File: src/rtl/fetch_pkg.sv
// Shared types and constants for the instruction fetch front end.
package fetch_pkg;

    typedef enum logic [2:0] {
        IDLE  = 3'd0,
        REQ   = 3'd1,
        WAIT  = 3'd2,
        HOLD  = 3'd3,
        FAULT = 3'd4
    } fetch_state_e;

    localparam logic [31:0] PC_STEP          = 32'd4;
    localparam logic [31:0] R15_OFFSET       = 32'd8;
    localparam logic [31:0] DEFAULT_RESET_PC = 32'h0000_0000;

endpackage

File: src/rtl/instr_fetch_unit_if.sv
// Instruction memory request/response channel between fetch unit and memory.
interface instr_fetch_unit_if;

    logic        ImemReq;
    logic [31:0] ImemAddr;
    logic        ImemReady;
    logic        ImemRvalid;
    logic [31:0] ImemRdata;

    modport master (
        output ImemReq,
        output ImemAddr,
        input  ImemReady,
        input  ImemRvalid,
        input  ImemRdata
    );

    modport slave (
        input  ImemReq,
        input  ImemAddr,
        output ImemReady,
        output ImemRvalid,
        output ImemRdata
    );

endinterface

File: src/rtl/pc_next_logic.sv
// Next-PC selection, branch target alignment check and R15 read value.
module pc_next_logic
    import fetch_pkg::*;
(
    input  logic [31:0] pc_i,
    input  logic        pc_src_i,
    input  logic [31:0] result_i,
    output logic [31:0] pc_next_o,
    output logic        misaligned_o,
    output logic [31:0] pc_plus8_o
);

    assign pc_next_o    = pc_src_i ? result_i : (pc_i + PC_STEP);
    assign misaligned_o = pc_src_i && (result_i[1:0] != 2'b00);
    assign pc_plus8_o   = pc_i + R15_OFFSET;

endmodule

File: src/rtl/instr_fetch_unit.sv
// Fetch stage: owns the PC, fetches one word per step and holds it until retired.
//
// state | meaning
// IDLE  | first cycle after reset release
// REQ   | request driven, waiting for memory to accept
// WAIT  | accepted, waiting for read data (bounded by TIMEOUT)
// HOLD  | instruction presented and held until Advance
// FAULT | sticky fault (timeout or misaligned target), exits only on reset
module instr_fetch_unit
    import fetch_pkg::*;
#(
    parameter logic [31:0] RESET_PC = DEFAULT_RESET_PC,
    parameter int unsigned TIMEOUT  = 16
) (
    input  logic                      clk,
    input  logic                      reset_n,
    input  logic                      PCSrc,
    input  logic [31:0]               Result,
    input  logic                      Advance,
    instr_fetch_unit_if.master        imem,
    output logic [31:0]               Instr,
    output logic                      InstrValid,
    output logic [31:0]               PC,
    output logic [31:0]               PCPlus8,
    output logic [31:0]               InstrCount,
    output logic                      FetchFault
);

    localparam logic [7:0] TIMEOUT_CNT = 8'(TIMEOUT);

    fetch_state_e state_q, state_d;
    logic [31:0]  pc_q, pc_d;
    logic [31:0]  instr_q, instr_d;
    logic [31:0]  instr_count_q, instr_count_d;
    logic [7:0]   wait_cnt_q, wait_cnt_d;

    logic [31:0]  pc_next;
    logic         misaligned;

    pc_next_logic u_pc_next (
        .pc_i         (pc_q),
        .pc_src_i     (PCSrc),
        .result_i     (Result),
        .pc_next_o    (pc_next),
        .misaligned_o (misaligned),
        .pc_plus8_o   (PCPlus8)
    );

    always_ff @(posedge clk or negedge reset_n) begin
        if (!reset_n) begin
            state_q       <= IDLE;
            pc_q          <= RESET_PC;
            instr_q       <= 32'h0;
            instr_count_q <= 32'h0;
            wait_cnt_q    <= 8'h0;
        end else begin
            state_q       <= state_d;
            pc_q          <= pc_d;
            instr_q       <= instr_d;
            instr_count_q <= instr_count_d;
            wait_cnt_q    <= wait_cnt_d;
        end
    end

    always_comb begin
        state_d       = state_q;
        pc_d          = pc_q;
        instr_d       = instr_q;
        instr_count_d = instr_count_q;
        wait_cnt_d    = wait_cnt_q;

        case (state_q)
            IDLE: state_d = REQ;
            REQ: begin
                if (imem.ImemReady && imem.ImemRvalid) begin
                    instr_d = imem.ImemRdata;
                    state_d = HOLD;
                end else if (imem.ImemReady) begin
                    wait_cnt_d = 8'h0;
                    state_d    = WAIT;
                end
            end
            WAIT: begin
                if (imem.ImemRvalid) begin
                    instr_d = imem.ImemRdata;
                    state_d = HOLD;
                end else begin
                    wait_cnt_d = wait_cnt_q + 8'd1;
                    if (wait_cnt_d == TIMEOUT_CNT) begin
                        state_d = FAULT;
                    end
                end
            end
            HOLD: begin
                if (Advance) begin
                    // The retirement is counted even when the target faults.
                    instr_count_d = instr_count_q + 32'd1;
                    if (misaligned) begin
                        state_d = FAULT;
                    end else begin
                        pc_d    = pc_next;
                        state_d = REQ;
                    end
                end
            end
            FAULT:   state_d = FAULT;
            default: state_d = IDLE;
        endcase
    end

    assign imem.ImemReq  = (state_q == REQ);
    assign imem.ImemAddr = pc_q;
    assign Instr         = instr_q;
    assign InstrValid    = (state_q == HOLD);
    assign PC            = pc_q;
    assign InstrCount    = instr_count_q;
    assign FetchFault    = (state_q == FAULT);

endmodule

File: src/flat_wrapper.sv
// flat-port wrapper written by rule: the top's interface ports become plain ports
module instr_fetch_unit_flat import fetch_pkg::*;
#(
    parameter logic [31:0] RESET_PC = DEFAULT_RESET_PC,
    parameter int unsigned TIMEOUT  = 16
)
  (clk, reset_n, PCSrc, Result, Advance, Instr, InstrValid, PC, PCPlus8, InstrCount, FetchFault, imem_ImemReq, imem_ImemAddr, imem_ImemReady, imem_ImemRvalid, imem_ImemRdata);
  instr_fetch_unit_if imem_i ();
  input  logic clk;
  input  logic reset_n;
  input  logic PCSrc;
  input  logic [31:0] Result;
  input  logic Advance;
  output logic [31:0] Instr;
  output logic InstrValid;
  output logic [31:0] PC;
  output logic [31:0] PCPlus8;
  output logic [31:0] InstrCount;
  output logic FetchFault;
  output wire logic [$bits(imem_i.ImemReq)-1:0] imem_ImemReq;
  output wire logic [$bits(imem_i.ImemAddr)-1:0] imem_ImemAddr;
  input wire logic [$bits(imem_i.ImemReady)-1:0] imem_ImemReady;
  input wire logic [$bits(imem_i.ImemRvalid)-1:0] imem_ImemRvalid;
  input wire logic [$bits(imem_i.ImemRdata)-1:0] imem_ImemRdata;
  assign imem_ImemReq = imem_i.ImemReq;
  assign imem_ImemAddr = imem_i.ImemAddr;
  assign imem_i.ImemReady = imem_ImemReady;
  assign imem_i.ImemRvalid = imem_ImemRvalid;
  assign imem_i.ImemRdata = imem_ImemRdata;
  instr_fetch_unit #(.RESET_PC(RESET_PC), .TIMEOUT(TIMEOUT)) u_core (.clk(clk), .reset_n(reset_n), .PCSrc(PCSrc), .Result(Result), .Advance(Advance), .imem(imem_i), .Instr(Instr), .InstrValid(InstrValid), .PC(PC), .PCPlus8(PCPlus8), .InstrCount(InstrCount), .FetchFault(FetchFault));
endmodule
File: config.mk
export PLATFORM = sky130hd
export DESIGN_NAME = instr_fetch_unit_flat
export DESIGN_NICKNAME = d
export VERILOG_FILES = /design/src/rtl/fetch_pkg.sv /design/src/rtl/instr_fetch_unit_if.sv /design/src/rtl/pc_next_logic.sv /design/src/rtl/instr_fetch_unit.sv /design/src/flat_wrapper.sv
export SDC_FILE = /design/constraint.sdc
export NUM_CORES = 1
export LEC_CHECK = 0
export ABC_AREA = 1
export BUFFER_PORTS_ARGS = -buffer_cell sky130_fd_sc_hd__clkbuf_2
export CORE_MARGIN = 2
export CORE_UTILIZATION = 55
export DETAILED_ROUTE_END_ITERATION = 7
export HOLD_SLACK_MARGIN = 0.02
export PLACE_DENSITY = 0.88
export SETUP_SLACK_MARGIN = 0.15
export SLEW_MARGIN = 20
export SYNTH_ARGS = -nofsm -noshare
export SYNTH_HDL_FRONTEND = slang
export SYNTH_HIERARCHICAL = 1
export SYNTH_SLANG_ARGS = --single-unit
File: constraint.sdc
create_clock -name clk -period 5.4 [get_ports clk]
set_input_delay 1.08 -clock clk [delete_from_list [all_inputs] [get_ports clk]]
set_output_delay 1.08 -clock clk [all_outputs]
set_load 0.005 [all_outputs]
# --- Yosys cells after proc, flatten, opt, wreduce, memory -nomap -nowiden ---
# Index checks and enable logic that the tools add are counted.
classes:
  bitwise: 1
  eq_ne: 13
  addsub: 4
  mux: 15
  n_reduce_logical: 10
ops:
  columns: ["cell", "count"]
  rows:
  - ["two-way mux 32 bit", 3]
  - ["case mux 32 bit (2 select lines)", 1]
  - ["adder 32 x 1 -> 32 bit, second input constant", 1]
  - ["adder 32 x 3 -> 32 bit, second input constant", 1]
  - ["adder 32 x 4 -> 32 bit, second input constant", 1]
  - ["two-way mux 8 bit", 3]
  - ["two-way mux 3 bit", 6]
  - ["case mux 8 bit (2 select lines)", 1]
  - ["case mux 3 bit (5 select lines)", 1]
  - ["AND reduction 3 bit", 3]
  - ["adder 8 x 1 -> 8 bit, second input constant", 1]
  - ["== test 8 x 5 -> 1 bit, second input constant", 1]
  - ["!= test 2 bit, second input constant", 4]
  - ["== test 3 x 2 -> 1 bit, second input constant", 2]
  - ["!= test 2 x 1 -> 1 bit, second input constant", 2]
  - ["AND reduction 4 bit", 1]
  - ["nonzero test 2 bit", 2]
  - ["== test 3 x 1 -> 1 bit, second input constant", 1]
  - ["== test 3 bit, second input constant", 1]
  - ["logical NOT 3 bit", 1]
  - ["!= test 3 x 1 -> 1 bit, second input constant", 1]
  - ["!= test 3 x 2 -> 1 bit, second input constant", 1]
  - ["logical AND 1 bit", 2]
  - ["AND reduction 2 bit", 1]
  - ["NOT 1 bit", 1]
word_totals:
  ff_bits: 107
  out_inout_bits: 163
  inputBits: 70
  elab_cells: 48

# --- Longest topological paths before layout ---
# Gate-level depths: netlist of the first run.
logic_depth:
  depth_word: 5
  mapped_depth: 12
  depth_no_buf: 11

# --- Cells and area by module ---
# Netlist of the first run, hierarchy kept.
by_module_without_submodules:
  columns: ["module", "seq_area_each_um2", "area_each_um2", "instances", "cells_per_inst"]
  rows:
  - ["instr_fetch_unit", 2677.6, 5132.4, 1, 578]
  - ["pc_next_logic", 0.0, 1687.9, 1, 340]

# --- Least setup slack after synthesis of the first run ---
# Ideal clock, no wire load.
synth_timing:
  kind: "register to output"
  from: "reg u_core.pc_q[4] (netlist: u_core/PC[4])"
  to: "out PCPlus8[29]"
  arrival_ps: 1454
  path_slack_ps: 2866
  path_stages_with_launch: 8
  cell_sequence: "dfrtp_1 -> ha_1 -> nand3_2 -> nor2_1 -> nand2_1 -> inv_1 -> nand2_1 -> xor2_1"
synth_via:
  elab_chain_len: 1
synth_rtl:
  columns: ["element", "line_no", "rtl"]
  rows:
  - ["start, declared", "instr_fetch_unit.sv:32", "logic [31:0] pc_q, pc_d;"]
  - ["start signal, assigned", "instr_fetch_unit.sv:58", "pc_q <= pc_d;"]
  - ["adder 32 x 4 -> 32 bit", "pc_next_logic.sv:15", "assign pc_plus8_o = pc_i + R15_OFFSET;"]
  - ["end, declared", "flat_wrapper.sv:17", "output logic [31:0] PCPlus8;"]
# No other way between the ends.

# --- Final worst setup path of the first run ---
layout_timing:
  from: "reg u_core.pc_q[4] (netlist: u_core/PC[4])"
  to: "out PCPlus8[17]"
# The elaborated chain is that of the path after synthesis.

==> metrics.csv, run 1 <==
metric,value,unit
status,"finished, final reports clean",
initial core utilization,56.5,%
Initial DRT Pass Iterations,6,
power density cells,445,nW/um^2
CTS Buffer Depth,2,
vias in the first global route,6196,
placed cell area,7860,um^2
fill cell count,1050,
post-layout util,67.6,%
kind of critical path,flip-flop to output port,
vias per cell,5.27,
first-pass GRT wire length,29800,um
Yosys cell types,42,
Total Nets Final,1185,
fin crit share,65.4,%
Synth warnings,6,
Mapped Area,6820,um^2
met2 usage,49.4,%
peak supply drop,0.253,mV
hold path depth,2,
Mapped Cells,918,
sequential group share of total power,41.2,%
worst-skew pair later-pin latency,350,ps
total clock buffers created by CTS,9,
grt met1 use,36.0,%
synthesized flop and latch total,107,
HPWL Detailed,14300,um
Hold Crit Class,flip-flop to flip-flop,
"leading cell type in the layout, fill and taps excluded",nand2_1,
Total Wirelength,19100,um
RR Endpoint,u_core/state_q[0],
endpoint type of the worst setup path,output port,
post-CTS setup buffer count,0,
Hold Crit Start,u_core/Instr[24],
DRC viols,0,
I/O Buffers,232,
post-route cell area,8160,um^2
Final Power,3.63,mW
RSZ-0062 raised after global routing,false,
Clock Power Share,18.3,%
GRT busiest layer,met2,
"Net Count, Synth",993,
clock skew,7.17,ps
Leak,4.36,nW
CP Max Fanout,8,
Worst Path Required,4320,ps
Combinational Power Share,40.5,%
max-capacitance violation count,0,
"commonest cells after routing, fill and taps aside","nand2_1, clkbuf_2, dfrtp_1, inv_1, nor2_1",
htree depth,3,
Psw,1.50,mW
chip width,115,um
Tmin final,3530,ps
Synth Flop Type,dfrtp_1,
Final Wtd Congestion,0.928,
worst reg2reg path depth,8,
CTS Hold Bufs,0,
Post-synth ARST share,100,%
GRT overflow,0,
startpoint types,flip-flop,
num ports,233,
number of flops mapped to enable cells by yosys,0,
via count,6761,
Worst R2R Start,u_core/state_q[1],
n_diodes,0,
sequential fraction of the synthesis area,39.3,%
Clock Sink Count,107,
die area,13300,um^2
"CTS clk-pin slew, worst paths",70,ps
final setup TNS,0,ps
Tightest Pin Transition,950,ps
share of cells above drive strength 1,28.3,%
CTS tree,done,
Slew Limit Fails,0,
CTS Root Buffer Type,clkbuf_16,
post-route antenna net violation count,0,
routed wire length per instance,14.9,um
average cell area after synthesis,7.43,um^2
hold path endpoint,u_core/Instr[24],
Sw Share,41.3,%
all-layer global routing usage,28.7,%
fmax,0.283,GHz
Max-slew headroom,36.7,%
Critical Path AT,2450,ps
Syn-to-layout area delta,19.6,%
largest net degree at the start of global routing,73,
Die H,115,um
Final setup viols,0,
Final Hold Viols,0,
"setup slack, reg-to-reg",3140,ps
met3 usage,5.48,%
Internal,2.13,mW
# resized after CTS,0,
num rows,40,
Core Footprint,12100,um^2
antenna violations before repair,0,
Iter 0 DRT Violations,619,
==> state kept, by name, summed over array words and instances (netlist names) <==
signal	flops
u_core/PC	32
u_core/Instr	32
u_core/wait_cnt_q	8
u_core/InstrCount	32
u_core/state_q	3
==> critical path, cell delays in order, from the launching register on <==
cell	delay, ps
dfrtp_1	550
ha_1	310
nand3_2	170
nor2_1	350
nand2_1	180
inv_1	120
nand2_1	70
xor2_1	200
clkbuf_2	150
==> worst max-delay path by stage <==
stage                 startpoint             to  slack (ps)  cells past startpoint
floorplan           u_core/PC[4]    PCPlus8[29]        2870                      7
detailed placement         PCSrc  u_core/PC[27]        2220                      9
global placement           PCSrc   u_core/PC[8]        2270                      9
finish              u_core/PC[4]    PCPlus8[17]        1870                      8
global route        u_core/PC[4]    PCPlus8[17]        1750                      8
CTS                 u_core/PC[4]    PCPlus8[17]        1860                      8
==> synthesized netlist by cell type, types with 2 or more instances <==
cell type  instances  share of area, %
nand2_1          350                19
dfrtp_1          107                39
inv_1             76               4.2
nor2_1            76               4.2
nand3_1           59               4.3
xor2_1            45               5.8
buf_4             37               4.1
mux2_2            32               5.3
o21ai_0           20               1.5
nand4_1           14               1.3
xnor2_1           14               1.8
nor3_1            12              0.88
nor2_2            10              0.92
buf_2              9              0.66
clkbuf_1           8              0.44
nor2_4             8               1.3
ha_1               5              0.92
a21oi_1            3              0.22
and2_1             3              0.28
nand2_2            3              0.28
nand2_4            3              0.50
inv_2              2              0.11
nor3_2             2              0.29
o22ai_1            2              0.18
==> power by group through the flow <==
stage	Sequential, mW	Clock [mW]	Combinational (mW)
2_1_floorplan	1.40	0	0.980
3_3_place_gp	1.48	0	1.42
3_5_place_dp	1.49	0	1.48
4_1_cts	1.49	0.673	1.48
5_1_grt	1.54	0.705	1.66
6_report	1.50	0.665	1.47
==> logic make-up (layout without fill, tap and decap cells) <==
family                     count (synthesis)  in the layout  synth area share, %
AOI/OAI and AO/OA                         33             33                 2.72
xor gates and xnor gates                  59             59                 7.58
adders and majority gates                  5              5                0.917
buffers and inverters                    134            331                 9.69
DFF                                      107            107                 39.3
muxes                                     32             32                 5.28
and+or+nand+nor                          548            548                 34.6
==> layer usage <==
layer,vias up,routed length (um)
met2,351,9410
li1,3222,-
met3,29,1520
met5,-,0
met1,3159,7740
met4,0,477
==> per-stage QoR <==
step	setup slack, ps	std cells	hold slack (ps)
6_report	1870	1283	471
5_1_grt	1750	1283	496
4_1_cts	1860	1283	476
3_5_place_dp	2220	1267	458
3_3_place_gp	2270	1267	455
2_1_floorplan	2870	918	465
==> layout make-up <==
| type | count | area (um^2) | share of cell area, % |
|---|---|---|---|
| clock buffers | 10 | 229 | 2.81 |
| clock inverters | 6 | 66.3 | 0.813 |
| inverters | 79 | 297 | 3.63 |
| multi-input cells | 677 | 3480 | 42.7 |
| flip-flops and latches | 107 | 2680 | 32.8 |
| well taps | 168 | 210 | 2.58 |
| repair buffers | 236 | 1190 | 14.6 |
(Power assumes the default switching activity.)
==> inputs of run 2 (changes only) <==
ABC_AREA = 0   (was 1)
CORE_UTILIZATION = 45   (was 55)
PLACE_DENSITY = 0.79   (was 0.88)
clock period = 3.05 ns   (was 5.4 ns; I/O delays follow)
==> metrics.csv, run 2 <==
metric,value,unit
fin crit share,91.1,%
via count,5338,
I/O Buffers,232,
max-capacitance violation count,0,
fmax,0.360,GHz
power density cells,821,nW/um^2
RR Endpoint,u_core/PC[20],
Worst setup endpoint,PCPlus8[29],
Synth top cells by count,"dfrtp_1, mux2_2, nand2_1",
num rows,43,
post-layout util,55.6,%
Final setup viols,0,
Final Hold Viols,0,
Critical Path Source,u_core/PC[13],
Slew Limit Fails,0,
HPWL Detailed,12100,um
die area,15000,um^2
Total Wirelength,16300,um
"area leader, netlist",dfrtp_1,
chip width,122,um
most frequent cell after synthesis,dfrtp_1,
share of the synthesized area in the top cell type,42.5,%
synthesized flop and latch total,107,
kind of critical path,flip-flop to output port,
clock skew,7.44,ps
status,"finished, final reports clean",
CTS Buffer Depth,2,
num ports,233,
worst-skew pair later-pin latency,350,ps
RSZ-0062 raised after global routing,true,
Leak,3.67,nW
largest net degree at the start of global routing,50,
antenna violations before repair,0,
Max-slew headroom,41.8,%
Die H,122,um
Psw,2.43,mW
initial core utilization,45.8,%
Yosys cell types,53,
CP Max Fanout,9,
metal3 WL,1250,um
Final Wtd Congestion,0.855,
number of flops mapped to enable cells by yosys,0,
Reg area,2690,um^2
DRC viols,0,
Core Footprint,13800,um^2
"commonest cells after routing, fill and taps aside","clkbuf_2, dfrtp_1, mux2_2, nand2_1, xnor2_1",
GRT overflow,0,
Worst R2R Start,u_core/PC[2],
CTS Root Buffer Type,clkbuf_16,
worst setup margin,271,ps
Mapped Cells,626,
Syn-to-layout area delta,21.5,%
"CTS clk-pin slew, worst paths",70,ps
top post-synthesis cells by area,"dfrtp_1, mux2_2, xnor2_1",
startpoint types,flip-flop,
n_diodes,0,
Internal,3.86,mW
Multi-input gate area,3160,um^2
Clock Sink Count,107,
Post-synth ARST share,100,%
Total Nets Final,888,
final hold slack,213,ps
CTS tree,done,
Mapped Area,6310,um^2
Tmin final,2780,ps
fill cell count,1257,
routed wire length per instance,16.3,um
Worst Path Required,2440,ps
sequential fraction of the synthesis area,42.5,%
Combinational Power Share,38.5,%
top layer in use,met4,
Initial DRT Pass Iterations,5,
WL met2,7830,um
Iter 0 DRT Violations,319,
post-route antenna net violation count,0,
Synth Flop Type,dfrtp_1,
share of cells above drive strength 1,43.3,%
average cell area after synthesis,10.1,um^2
"Net Count, Synth",701,
Synth warnings,6,
Critical Path AT,2170,ps
all-layer global routing usage,21.9,%
"leading cell type in the layout, fill and taps excluded",clkbuf_2,
Clock Power Share,17.7,%
Tightest Pin Transition,867,ps
sequential group share of total power,43.8,%
worst reg2reg path depth,6,
final setup TNS,0,ps
vias per cell,5.35,
first-pass GRT wire length,25800,um
met1 wire length,6930,um
total clock buffers created by CTS,9,
htree depth,3,
endpoint type of the worst setup path,output port,
"setup slack, reg-to-reg",650,ps
vias in the first global route,5163,
placed cell area,7340,um^2
worst slack at placement,533,ps
peak supply drop,0.511,mV
Hold Crit Class,input port to asynchronous set/reset pin,
Sw Share,38.6,%
post-route cell area,7660,um^2
## run 2: cell types whose count changed after synthesis, moves of 12 or more
cell | previous run | this run
inv_1 | 76 | 7
mux2_2 | 32 | 68
nand2_1 | 350 | 66
nand3_1 | 59 | 30
nor2_1 | 76 | 35
o21ai_0 | 20 | 32
xnor2_1 | 14 | 49
xor2_1 | 45 | 25
## run 2: metrics by stage
stage               power (mW)  std cells
finish                    6.29        998
global route              6.75        998
CTS                       6.33        996
detailed placement        5.19        980
global placement          5.12        980
floorplan                 4.29        626
## run 2: worst max-delay path, stage by stage, from the launching register on
cell      delay [ps]
dfrtp_1          590
nand4_1          300
nor4_1           510
nand2_1          140
xnor2_1          150
clkbuf_2         130
## run 2: logic make-up after synthesis
family,Yosys count,synth area share (%)
XOR/XNOR,74,10.3
multiplexers,69,12.3
buffers and inverters,78,7.86
AO/OA/AOI/OAI,59,5.38
flip-flops,107,42.5
AND/OR/NAND/NOR,234,20.8
adder cells (fa/ha/maj),5,0.992
## run 2: cell type report
cell class	instances	area share (%)
clock buffers	10	2.99
clock inverters	6	0.670
inverters	8	0.392
multi-input cells	441	41.2
flip-flops and latches	107	35.0
well taps	180	2.94
repair buffers	246	16.7
## run 2: worst min path at each step
stage / slack (ps) / endpoint / startpoint / cells past startpoint
floorplan: 310 / u_core/InstrCount[0] / reset_n / 0
global placement: 470 / u_core/InstrCount[31] / u_core/InstrCount[31] / 1
detailed placement: 490 / u_core/InstrCount[23] / u_core/InstrCount[23] / 1
CTS: 220 / u_core/PC[24] / reset_n / 1
global route: 250 / u_core/PC[24] / reset_n / 1
finish: 210 / u_core/PC[24] / reset_n / 1
## run 2: what timing repair did
action | CTS | global route
endpoints found under the setup margin | 1 | 12
setup buffers | 0 | 2
pin swaps | 0 | 1
hold buffers | 0 | 0
gates resized for setup | 1 | 8
## run 2: power by group through the flow
stage / combinational, mW / clock (mW) / sequential, mW
3_5_place_dp: 2.43 / 0 / 2.76
4_1_cts: 2.45 / 1.15 / 2.74
6_report: 2.42 / 1.11 / 2.75
3_3_place_gp: 2.39 / 0 / 2.73
5_1_grt: 2.70 / 1.20 / 2.85
2_1_floorplan: 1.90 / 0 / 2.39
## run 2: routing by layer
metal	global-route usage, %	vias up
met1	28.1	2557
met2	36.8	217
met3	5.30	19
li1	-	2545
met5	0	-
met4	6.32	0
==> inputs of run 3 (changes only) <==
CORE_ASPECT_RATIO = 0.8   (was default)
CORE_UTILIZATION = 36   (was 45)
GPL_TIMING_DRIVEN = 0   (was default)
PLACE_DENSITY = 0.66   (was 0.79)
==> metrics.csv, run 3 (same netlist as run 2, synthesis figures left out) <==
metric,value,unit
htree depth,3,
status,"finished, final reports clean",
die area,18600,um^2
Leak,4.11,nW
first-pass GRT wire length,27800,um
I/O Buffers,232,
antenna violations before repair,0,
post-route antenna net violation count,0,
Total Nets Final,960,
dpl cells,1084,
peak supply drop,0.417,mV
Final Hold Viols,0,
max-capacitance violation count,0,
Syn-to-layout area delta,32.3,%
HPWL Detailed,13300,um
fmax,0.369,GHz
num ports,233,
n_diodes,0,
Core Footprint,17300,um^2
post-layout util,48.3,%
all-layer global routing usage,18.7,%
largest net degree at the start of global routing,64,
chip width,152,um
fill cell count,1642,
Initial DRT Pass Iterations,4,
DRC viols,0,
routed wire length per instance,15.7,um
GRT overflow,0,
Max-slew headroom,39.8,%
Die H,122,um
kind of critical path,flip-flop to output port,
CTS Buffer Depth,2,
endpoint type of the worst setup path,output port,
Final setup viols,0,
CTS tree,done,
Tmin final,2710,ps
CTS Root Buffer Type,clkbuf_16,
total clock buffers created by CTS,9,
share of cells above drive strength 1,47.0,%
vias in the first global route,5307,
RSZ-0062 raised after global routing,true,
Total Wirelength,17500,um
final setup TNS,0,ps
power density cells,843,nW/um^2
Critical Path AT,2100,ps
CP Max Fanout,6,
"CTS clk-pin slew, worst paths",90,ps
Iter 0 DRT Violations,365,
via count,5540,
Final Wtd Congestion,0.869,
Clock Sink Count,107,
CTS Hold Bufs,0,
vias per cell,4.97,
Slew Limit Fails,0,
"commonest cells after routing, fill and taps aside","clkbuf_2, dfrtp_1, mux2_2, nand2_1, buf_4",
initial core utilization,36.5,%
clock skew,9.99,ps
Worst Path Required,2440,ps
num rows,43,
final non-filler cell total,1115,
Final Power,7.03,mW
Hold Crit Class,input port to asynchronous set/reset pin,
Tightest Pin Transition,896,ps
worst-skew pair later-pin latency,360,ps
startpoint types,flip-flop,
"leading cell type in the layout, fill and taps excluded",clkbuf_2,
fin crit share,88.9,%
==> run 3: path summary, 6_finish.rpt <==
check,from,to,slack (ps),cells after the start
min in group clk,imem_ImemRdata[4],u_core/Instr[4],470,2
hold / removal,reset_n,u_core/state_q[2],170,1
setup reg to reg,u_core/PC[2],u_core/PC[20],450,7
max in group asynchronous,reset_n,u_core/InstrCount[8],2230,2
hold reg to reg,u_core/InstrCount[31],u_core/InstrCount[31],490,1
setup / recovery,u_core/PC[6],PCPlus8[15],340,7
==> run 3: worst max-delay path, stage by stage, from the launching register on <==
cell and delay, ps:
dfrtp_1 400, buf_2 220, nand3_2 190, nor4_4 290
buf_4 190, buf_4 120, xor2_1 180, clkbuf_2 140
==> run 3: what timing repair did <==
action / in CTS / in global routing
pin swaps: 2 / 5
setup buffers: 5 / 10
resized for setup: 5 / 19
endpoints found under the setup margin: 11 / 16
==> run 3: routing by layer <==
metal,GRT usage [%],part of all wire [%]
met4,3.33,0.62
met5,0,0
met1,26.3,46
met2,28.4,44
met3,6.43,9.1
==> run 3: final cells by class <==
class	instances	area, um^2	share of cell area [%]
repair buffers	248	1310	15.7
inverters	8	30.0	0.360
flip-flops and latches	107	2680	32.1
clock buffers	9	225	2.70
well taps	225	282	3.37
clock inverters	7	104	1.24
multi-input cells	441	3250	38.9
plain buffers	70	470	5.64
==> run 3: through the flow <==
stage	worst slack [ps]	hold WS, ps	area [um^2]
detailed placement	183	473	7790
global placement	-267	465	7750
finish	340	170	8350
CTS	118	184	8180
global route	147	187	8350
floorplan	733	314	6310
==> run 3: where the power goes <==
group	switching, mW	internal, mW	total, mW
Combinational	1.47	1.83	3.30
Clock	0.660	0.615	1.27
Sequential	0.556	1.90	2.46
Total	2.69	4.35	7.03
